## src/rtl/alu_pipe_if.sv

```systemverilog
// rtl/alu_pipe_if.sv - handshake and operand/result bundle for alu_pipe
interface alu_pipe_if #(
  parameter int WIDTH = 8
);
  logic             InValid;
  logic             InReady;
  logic [3:0]       ALUOp;
  logic [WIDTH-1:0] A;
  logic [WIDTH-1:0] B;
  logic             OutValid;
  logic             OutReady;
  logic [WIDTH-1:0] Result;
  logic             Zero;
  logic             Carry;

  modport master (
    output InValid, ALUOp, A, B, OutReady,
    input  InReady, OutValid, Result, Zero, Carry
  );

  modport slave (
    input  InValid, ALUOp, A, B, OutReady,
    output InReady, OutValid, Result, Zero, Carry
  );
endinterface

```

## src/rtl/alu_pipe.sv

```systemverilog
// rtl/alu_pipe.sv - registered ALU with valid/ready handshake and Carry/Zero flags
// Iterative shift-add multiply (op 1011) is built only when ALU_MUL_EN is defined.
module alu_pipe #(
  parameter int WIDTH = 8
) (
  input  logic      CLK,
  input  logic      Reset,
  alu_pipe_if.slave bus
);
  localparam int               SHW    = $clog2(WIDTH) + 1;
  localparam logic [WIDTH-1:0] W_LIM  = WIDTH'(WIDTH);
  localparam logic [3:0]       OP_MUL = 4'b1011;

  logic             r_out_valid;
  logic [WIDTH-1:0] r_result;
  logic             r_zero;
  logic             r_carry;

  logic             w_out_free;
  logic             w_in_ready;
  logic             w_accept;
  logic             w_single_load;
  logic [WIDTH:0]   w_sum;
  logic [WIDTH:0]   w_diff;
  logic [SHW-2:0]   w_shamt;
  logic [WIDTH-1:0] w_res;
  logic             w_cy;

  assign w_out_free = !r_out_valid || bus.OutReady;
  assign w_sum      = {1'b0, bus.A} + {1'b0, bus.B};
  assign w_diff     = {1'b0, bus.A} - {1'b0, bus.B};
  assign w_shamt    = bus.A[SHW-2:0];

  always_comb begin
    w_res = '0;
    w_cy  = 1'b0;
    case (bus.ALUOp)
      4'b0000: begin w_res = w_sum[WIDTH-1:0]; w_cy = w_sum[WIDTH]; end
      4'b0001: w_res = bus.A | bus.B;
      4'b0010: w_res = bus.A & bus.B;
      4'b0011: w_res = {{(WIDTH-1){1'b0}}, (bus.A < bus.B)};
      4'b0100: w_res = {{(WIDTH-1){1'b0}}, (bus.A == bus.B)};
      4'b0101: w_res = {{(WIDTH-1){1'b0}}, (bus.A != bus.B)};
      4'b0110: w_res = (bus.A >= W_LIM) ? '0 : (bus.B >> w_shamt);
      4'b0111: w_res = (bus.A >= W_LIM) ? '0 : (bus.B << w_shamt);
      4'b1000: w_res = '0 - bus.B;
      4'b1001: begin w_res = w_diff[WIDTH-1:0]; w_cy = w_diff[WIDTH]; end
      4'b1010: w_res = bus.A ^ bus.B;
      default: ;
    endcase
  end

`ifdef ALU_MUL_EN
  typedef enum logic [1:0] {S_IDLE, S_MUL, S_DONE} state_t;

  localparam logic [SHW-1:0] CNT_LAST = SHW'(WIDTH - 1);

  state_t             r_state;
  logic [2*WIDTH-1:0] r_acc;
  logic [2*WIDTH-1:0] r_mcand;
  logic [WIDTH-1:0]   r_mplier;
  logic [SHW-1:0]     r_count;
  logic               w_mul_load;

  assign w_in_ready    = (r_state == S_IDLE) && w_out_free;
  assign w_accept      = bus.InValid && w_in_ready;
  assign w_single_load = w_accept && (bus.ALUOp != OP_MUL);
  assign w_mul_load    = (r_state == S_DONE) && w_out_free;

  // Partial product 0 is folded into the accept cycle so an unstalled
  // multiply reaches the output register WIDTH+1 cycles after accept.
  always_ff @(posedge CLK or posedge Reset) begin
    if (Reset) begin
      r_state  <= S_IDLE;
      r_acc    <= '0;
      r_mcand  <= '0;
      r_mplier <= '0;
      r_count  <= '0;
    end else begin
      case (r_state)
        S_IDLE: begin
          if (w_accept && (bus.ALUOp == OP_MUL)) begin
            r_acc    <= bus.B[0] ? {{WIDTH{1'b0}}, bus.A} : '0;
            r_mcand  <= {{(WIDTH-1){1'b0}}, bus.A, 1'b0};
            r_mplier <= {1'b0, bus.B[WIDTH-1:1]};
            r_count  <= SHW'(1);
            r_state  <= S_MUL;
          end
        end
        S_MUL: begin
          if (r_mplier[0]) r_acc <= r_acc + r_mcand;
          r_mcand  <= r_mcand << 1;
          r_mplier <= r_mplier >> 1;
          r_count  <= r_count + 1'b1;
          if (r_count == CNT_LAST) r_state <= S_DONE;
        end
        S_DONE: begin
          if (w_out_free) r_state <= S_IDLE;
        end
        default: r_state <= S_IDLE;
      endcase
    end
  end
`else
  assign w_in_ready    = w_out_free;
  assign w_accept      = bus.InValid && w_in_ready;
  assign w_single_load = w_accept;
`endif

  always_ff @(posedge CLK or posedge Reset) begin
    if (Reset) begin
      r_out_valid <= 1'b0;
      r_result    <= '0;
      r_zero      <= 1'b0;
      r_carry     <= 1'b0;
    end else begin
`ifdef ALU_MUL_EN
      if (w_mul_load) begin
        r_result    <= r_acc[WIDTH-1:0];
        r_zero      <= (r_acc[WIDTH-1:0] == '0);
        r_carry     <= |r_acc[2*WIDTH-1:WIDTH];
        r_out_valid <= 1'b1;
      end else
`endif
      if (w_single_load) begin
        r_result    <= w_res;
        r_zero      <= (w_res == '0);
        r_carry     <= w_cy;
        r_out_valid <= 1'b1;
      end else if (bus.OutReady) begin
        r_out_valid <= 1'b0;
      end
    end
  end

  assign bus.InReady  = w_in_ready;
  assign bus.OutValid = r_out_valid;
  assign bus.Result   = r_result;
  assign bus.Zero     = r_zero;
  assign bus.Carry    = r_carry;
endmodule

```

## src/flat_wrapper.sv

```systemverilog
// flat-port wrapper written by rule: the top's interface ports become plain ports
module alu_pipe_flat 
#(
  parameter int WIDTH = 8
)
  (CLK, Reset, bus_InValid, bus_ALUOp, bus_A, bus_B, bus_OutReady, bus_InReady, bus_OutValid, bus_Result, bus_Zero, bus_Carry);
  alu_pipe_if #(.WIDTH(WIDTH)) bus_i ();
  input  logic CLK;
  input  logic Reset;
  input wire logic [$bits(bus_i.InValid)-1:0] bus_InValid;
  input wire logic [$bits(bus_i.ALUOp)-1:0] bus_ALUOp;
  input wire logic [$bits(bus_i.A)-1:0] bus_A;
  input wire logic [$bits(bus_i.B)-1:0] bus_B;
  input wire logic [$bits(bus_i.OutReady)-1:0] bus_OutReady;
  output wire logic [$bits(bus_i.InReady)-1:0] bus_InReady;
  output wire logic [$bits(bus_i.OutValid)-1:0] bus_OutValid;
  output wire logic [$bits(bus_i.Result)-1:0] bus_Result;
  output wire logic [$bits(bus_i.Zero)-1:0] bus_Zero;
  output wire logic [$bits(bus_i.Carry)-1:0] bus_Carry;
  assign bus_i.InValid = bus_InValid;
  assign bus_i.ALUOp = bus_ALUOp;
  assign bus_i.A = bus_A;
  assign bus_i.B = bus_B;
  assign bus_i.OutReady = bus_OutReady;
  assign bus_InReady = bus_i.InReady;
  assign bus_OutValid = bus_i.OutValid;
  assign bus_Result = bus_i.Result;
  assign bus_Zero = bus_i.Zero;
  assign bus_Carry = bus_i.Carry;
  alu_pipe #(.WIDTH(WIDTH)) u_core (.CLK(CLK), .Reset(Reset), .bus(bus_i));
endmodule
```

## config.mk

```make
export PLATFORM = sky130hd
export DESIGN_NAME = alu_pipe_flat
export DESIGN_NICKNAME = d
export VERILOG_FILES = /design/src/rtl/alu_pipe_if.sv /design/src/rtl/alu_pipe.sv /design/src/flat_wrapper.sv
export SDC_FILE = /design/constraint.sdc
export NUM_CORES = 1
export LEC_CHECK = 0
export ABC_CLOCK_PERIOD_IN_PS = 1900
export CAP_MARGIN = 20
export CORE_UTILIZATION = 50
export CTS_CLUSTER_DIAMETER = 200
export DETAILED_ROUTE_END_ITERATION = 7
export GPL_ROUTABILITY_DRIVEN = 1
export PLACE_DENSITY = 0.75
export SETUP_SLACK_MARGIN = 0.3
export SYNTH_ARGS = -nofsm -noshare
export SYNTH_HDL_FRONTEND = slang
export SYNTH_SLANG_ARGS = --single-unit
```

## constraint.sdc

```tcl
create_clock -name CLK -period 1.9 [get_ports CLK]
set_input_delay 0.38 -clock CLK [delete_from_list [all_inputs] [get_ports CLK]]
set_output_delay 0.38 -clock CLK [all_outputs]
set_load 0.05 [all_outputs]
```

==> key figures, run 1 <==
Placed design
  • Placed wire-length estimate: 7.356 mm
  • Buffers on Ports: 35
  • Placement Setup Slack: -1378 ps
  • GP Congestion: 0.9191
  • Cell Area, Placed: 0.003626 sq mm

Synth
  • Complex-gate fraction of the synthesized area: 27.61%
  • Main combinational cell family by area after synthesis: compound AO/OA/AOI/OAI gates
  • Number of synthesized register bits: 11
  • Synthesized area: 0.002397 sq mm
  • Count of flip-flops with a built-in enable after synthesis: 0
  • Post-Synth Adder-Cell Area: 16.28%
  • Synth Area in XOR/XNOR: 2.923%
  • Syn avg cell area: 7.684 sq um
  • Register area share after synthesis: 11.48%
  • Synthesis warning total: 0
  • Library cells used by synthesis: 64
  • Dominant synthesized flop cell: dfrtp_1
  • Post-synthesis async set-or-reset flop share: 100.0%
  • Synth Area in Simple Gates: 22.39%
  • Multiplexer share of the synthesized area: 11.53%
  • Syn_nets: 366
  • Synth Instances: 312

Timing
  • Worst ep type: sequential cell input
  • Grt repair worst endpoint: u_core.bus.Zero$_DFFE_PP0P_/D

CTS
  • Sink Count: 11
  • CTS Buffer Depth: 2
  • Post-CTS Hold Buffers: 0
  • H-Tree Depth: 1
  • Root buffer cell: clkbuf_8
  • Total CTS buffers: 3

Floorplanning
  • Die Height: 71.25 microns
  • Cell row count: 24
  • Initial core utilization: 53.58%
  • Ports: 36
  • Die Wd: 71.25 microns

Run status
  • Stopped at: global routing (5_1_grt)
  • Status: stopped before the end
  • First error: [ERROR DPL-0038] Utilization greater than 100%, impossible to legalize

GRT
  • Largest net degree at the start of global routing: 19
[logic make-up after synthesis]
| family | count (synthesis) |
|---|---|
| flip-flops | 11 |
| AO/OA/AOI/OAI | 89 |
| AND/OR/NAND/NOR | 103 |
| XOR/XNOR | 8 |
| buffers and inverters | 47 |
| multiplexers | 24 |
| adder cells (fa/ha/maj) | 30 |
[stage by stage]
stage	instances	setup TNS (ps)	utilization, %
2_1_floorplan	312	-3490	-
3_3_place_gp	485	-9878	81.04
4_1_cts	511	-2431	92.95
3_5_place_dp	485	-10510	81.04
[cell usage after synthesis (4+ instances only)]
cell type,number,share of area [%]
a21oi_1,12,2.5
dfrtp_1,11,11
nor4_1,6,1.6
mux2i_1,13,5.4
ha_1,28,15
nor2b_1,5,1.3
o21bai_1,4,1.3
nand2b_1,7,1.8
xnor2_1,8,2.9
inv_1,25,3.9
nor2_1,21,3.3
mux2_2,8,3.8
nor3_1,11,2.3
buf_2,8,1.7
a22oi_1,6,1.9
nand2_1,23,3.6
nand3_1,9,1.9
a211oi_1,7,2.2
a22o_1,4,1.5
o21ai_0,11,2.3
clkbuf_1,12,1.9
and3_1,4,1.0
[what timing repair did]
item,in CTS
setup buffers,22
gates resized for setup,162
pin swaps,49
setup endpoints to repair,22
==> inputs of run 2 (changes only) <==
Settings changed: CORE_UTILIZATION 50 to 35, CTS_CLUSTER_DIAMETER 200 to unset, PLACE_DENSITY 0.75 to unset, PLACE_DENSITY_LB_ADDON set to 0.15, SETUP_SLACK_MARGIN 0.3 to unset.
==> run 2 against run 1 <==
The flow now finishes, with violations (design-rule violations, negative setup slack). Synthesized cell count stayed put. Area after synthesis stayed put.
==> key figures, run 2 <==
Placed design
  • GP Congestion: 0.9306
  • Buffers on Ports: 35
  • Placed Cells: 510
  • Cell Area, Placed: 0.003667 sq mm
  • Placed wire-length estimate: 7.308 mm

Cells and area
  • Nets@finish: 515
  • Fill cells: 487
  • Layout cell share with drive strength beyond 1: 53.70%
  • Post-route cell area: 0.004533 sq mm
  • Fin cells: 537
  • Most frequent cells in the layout: buf_4, buf_6, nand2_1, nor2_1, ha_1
  • Layout Area Growth over Synthesis: 89.09%
  • Commonest non-fill, non-tap cell in the layout: buf_4
  • Max reg flops: 8
  • ANT cells: 0

Pwr
  • Clock group share of total power: 12.6%
  • Sequential power share: 15.6%
  • Total Power: 1819 uW
  • Leakage: 0.001977 uW
  • VDD IR max: 0.0003035 V
  • Sw power: 775.5 uW
  • Switch share: 42.64%
  • Cell-internal power: 1043 uW
  • Logic pwr share: 71.7%
  • Power Dens Cells: 401.2 mW/mm^2

Synth
  • Dominant synthesized flop cell: dfrtp_1
  • Synthesized area: 0.002397 sq mm
  • Register area share after synthesis: 11.48%
  • Most common cell in the netlist: ha_1
  • Post-synthesis async set-or-reset flop share: 100.0%
  • Synthesis warning total: 0
  • Synth area leader: ha_1
  • Count of flip-flops with a built-in enable after synthesis: 0
  • Syn avg cell area: 7.684 sq um
  • Yosys top cell area share: 14.61%
  • Number of synthesized register bits: 11
  • Syn_nets: 366
  • Synth Instances: 312
  • Top cell types by occurrence after synthesis: ha_1, inv_1, nand2_1, nor2_1, mux2i_1
  • Area contributors post-synth: ha_1, dfrtp_1, mux2i_1
  • Library cells used by synthesis: 64

Routing
  • DRC violations left: 5
  • Final ANT Viol Nets: 0
  • Initial DRC count: 234
  • Post-DR wirelength/cell: 18.62 microns
  • Drt pass-1 iters: 7
  • Vias per inst: 5.821
  • Detailed-route via count: 3126
  • DRT Wirelength: 10.00 mm

Floorplanning
  • Core Area: 0.006495 sq mm
  • Die Height: 84.76 microns
  • Initial core utilization: 36.91%
  • Ports: 36
  • Die area: 0.007184 sq mm
  • Cell row count: 29
  • Die Wd: 84.76 microns

GRT
  • First-pass GRT wire length: 15.88 mm
  • Largest net degree at the start of global routing: 22
  • GRT Util Overall: 28.19%
  • GRT overflow: 0
  • Number of global-route vias before repair: 3180
  • Antenna violations before repair: 0

Timing
  • Fin crit share: 120.2%
  • Peak Freq: 437.9 MHz
  • RSZ-0062 raised after global routing: yes
  • Final setup fails: 10
  • Clock skew: 4.999 ps
  • Final Max Slew Viols: 0
  • Final Hold Viols: 0
  • Slew @ Worst Pin: 497.8 ps
  • Rel. slew slack: 66.71%
  • Min cycle time layout: 2284 ps
  • Setup TNS: -1989 ps
  • Final worst-path setup slack: -383.9 ps

Critical path
  • Critical path peak fanout: 3
  • Worst setup EP type: register
  • Critical Path AT: 2460 ps
  • Required @ worst endpoint: 2070 ps
  • Startpoint Class: primary input
  • Crit path kind: in -> reg

CTS
  • Worst-path clk slew: 50 ps
  • Clk_lat worst skew: 240 ps
  • Root buffer cell: clkbuf_8
  • TritonCTS clock tree: built
  • CTS Buffer Depth: 2
  • Post-CTS Hold Buffers: 0
  • Total CTS buffers: 3
  • Sink Count: 11
  • H-Tree Depth: 1

Worst hold path
  • Hold/Removal Path Class: in -> async

Run status
  • Status: finished, violations left
  • Failing checks: design-rule violations, negative setup slack

Run
  • Max cap viols: 0
[run 2: logic make-up (layout without fill, tap and decap cells)]
kind of cell | after synthesis | count (layout) | synth area share (%)
muxes | 24 | 24 | 11.53
xor gates and xnor gates | 8 | 8 | 2.923
adders and majority gates | 30 | 30 | 16.28
AOI/OAI and AO/OA | 89 | 89 | 27.61
DFF | 11 | 11 | 11.48
and+or+nand+nor | 103 | 103 | 22.39
buffers and inverters | 47 | 195 | 7.777
[run 2: path summary, 6_finish.rpt]
kind	startpoint	endpoint	slack [ps]	cells past startpoint
worst max-delay path	bus_B[0]	u_core.bus.Zero	-380	11
worst min-delay path	Reset	u_core.bus.Result[7]	440	2
worst max register to register	u_core.bus.OutValid	u_core.bus.Zero	410	7
worst min register to register	u_core.bus.Result[4]	u_core.bus.Result[4]	480	2
max in group asynchronous	Reset	u_core.bus.Result[2]	1160	2
min in group CLK	u_core.bus.Result[4]	u_core.bus.Result[4]	480	2
[run 2: area by class of cell]
class                           count  area [sq um]  area share (%)
Timing Repair Buffer              164          1450           31.99
Clock buffer                        4         45.04          0.9937
Inverter                           27         131.4           2.898
Sequential cell                    11         275.3           6.072
Multi-Input combinational cell    254          2535           55.92
Tap cell                           77         96.34           2.125
[run 2: power groups by stage]
stage	Combinational [uW]	Clock (uW)	Sequential [uW]
6_report	1300	230	284
2_1_floorplan	445	0	407
4_1_cts	1230	236	285
3_3_place_gp	1000	0	287
3_5_place_dp	1010	0	289
5_1_grt	1380	253	288
[run 2: metrics by stage]
stage,utilization [%],setup WS [ps],hold WS (ps)
floorplan,-,-685.2,232.4
global placement,56.46,-1274,459.3
detailed placement,56.46,-1304,473.8
CTS,68.31,-360.5,455.3
global route,69.79,-449.2,466.1
finish,69.79,-383.9,439.5
[run 2: repair_timing]
action	4_1_cts	5_1_grt
setup endpoints to repair	10	10
pin swaps	59	21
resized for setup	201	20
buffers inserted	28	1
[run 2: metal layers]
layer,vias up,part of all wire [%],global-route usage [%]
li1,1465,-,-
met1,1495,40,34.55
met2,136,51,51.15
met3,30,5.7,2.065
met4,0,3.6,11.09
met5,-,0,0
[run 2: worst max-delay path, cell delays in order]
cell and delay [ps]:
buf_6 90, ha_2 190, inv_1 60, fa_1 390, nand2b_4 170, and3_1 200, o311ai_4 290, o211a_1 210
nand4_1 120, nor4_2 170, a32o_1 190
Note: power is estimated with default switching activity, not from simulation.
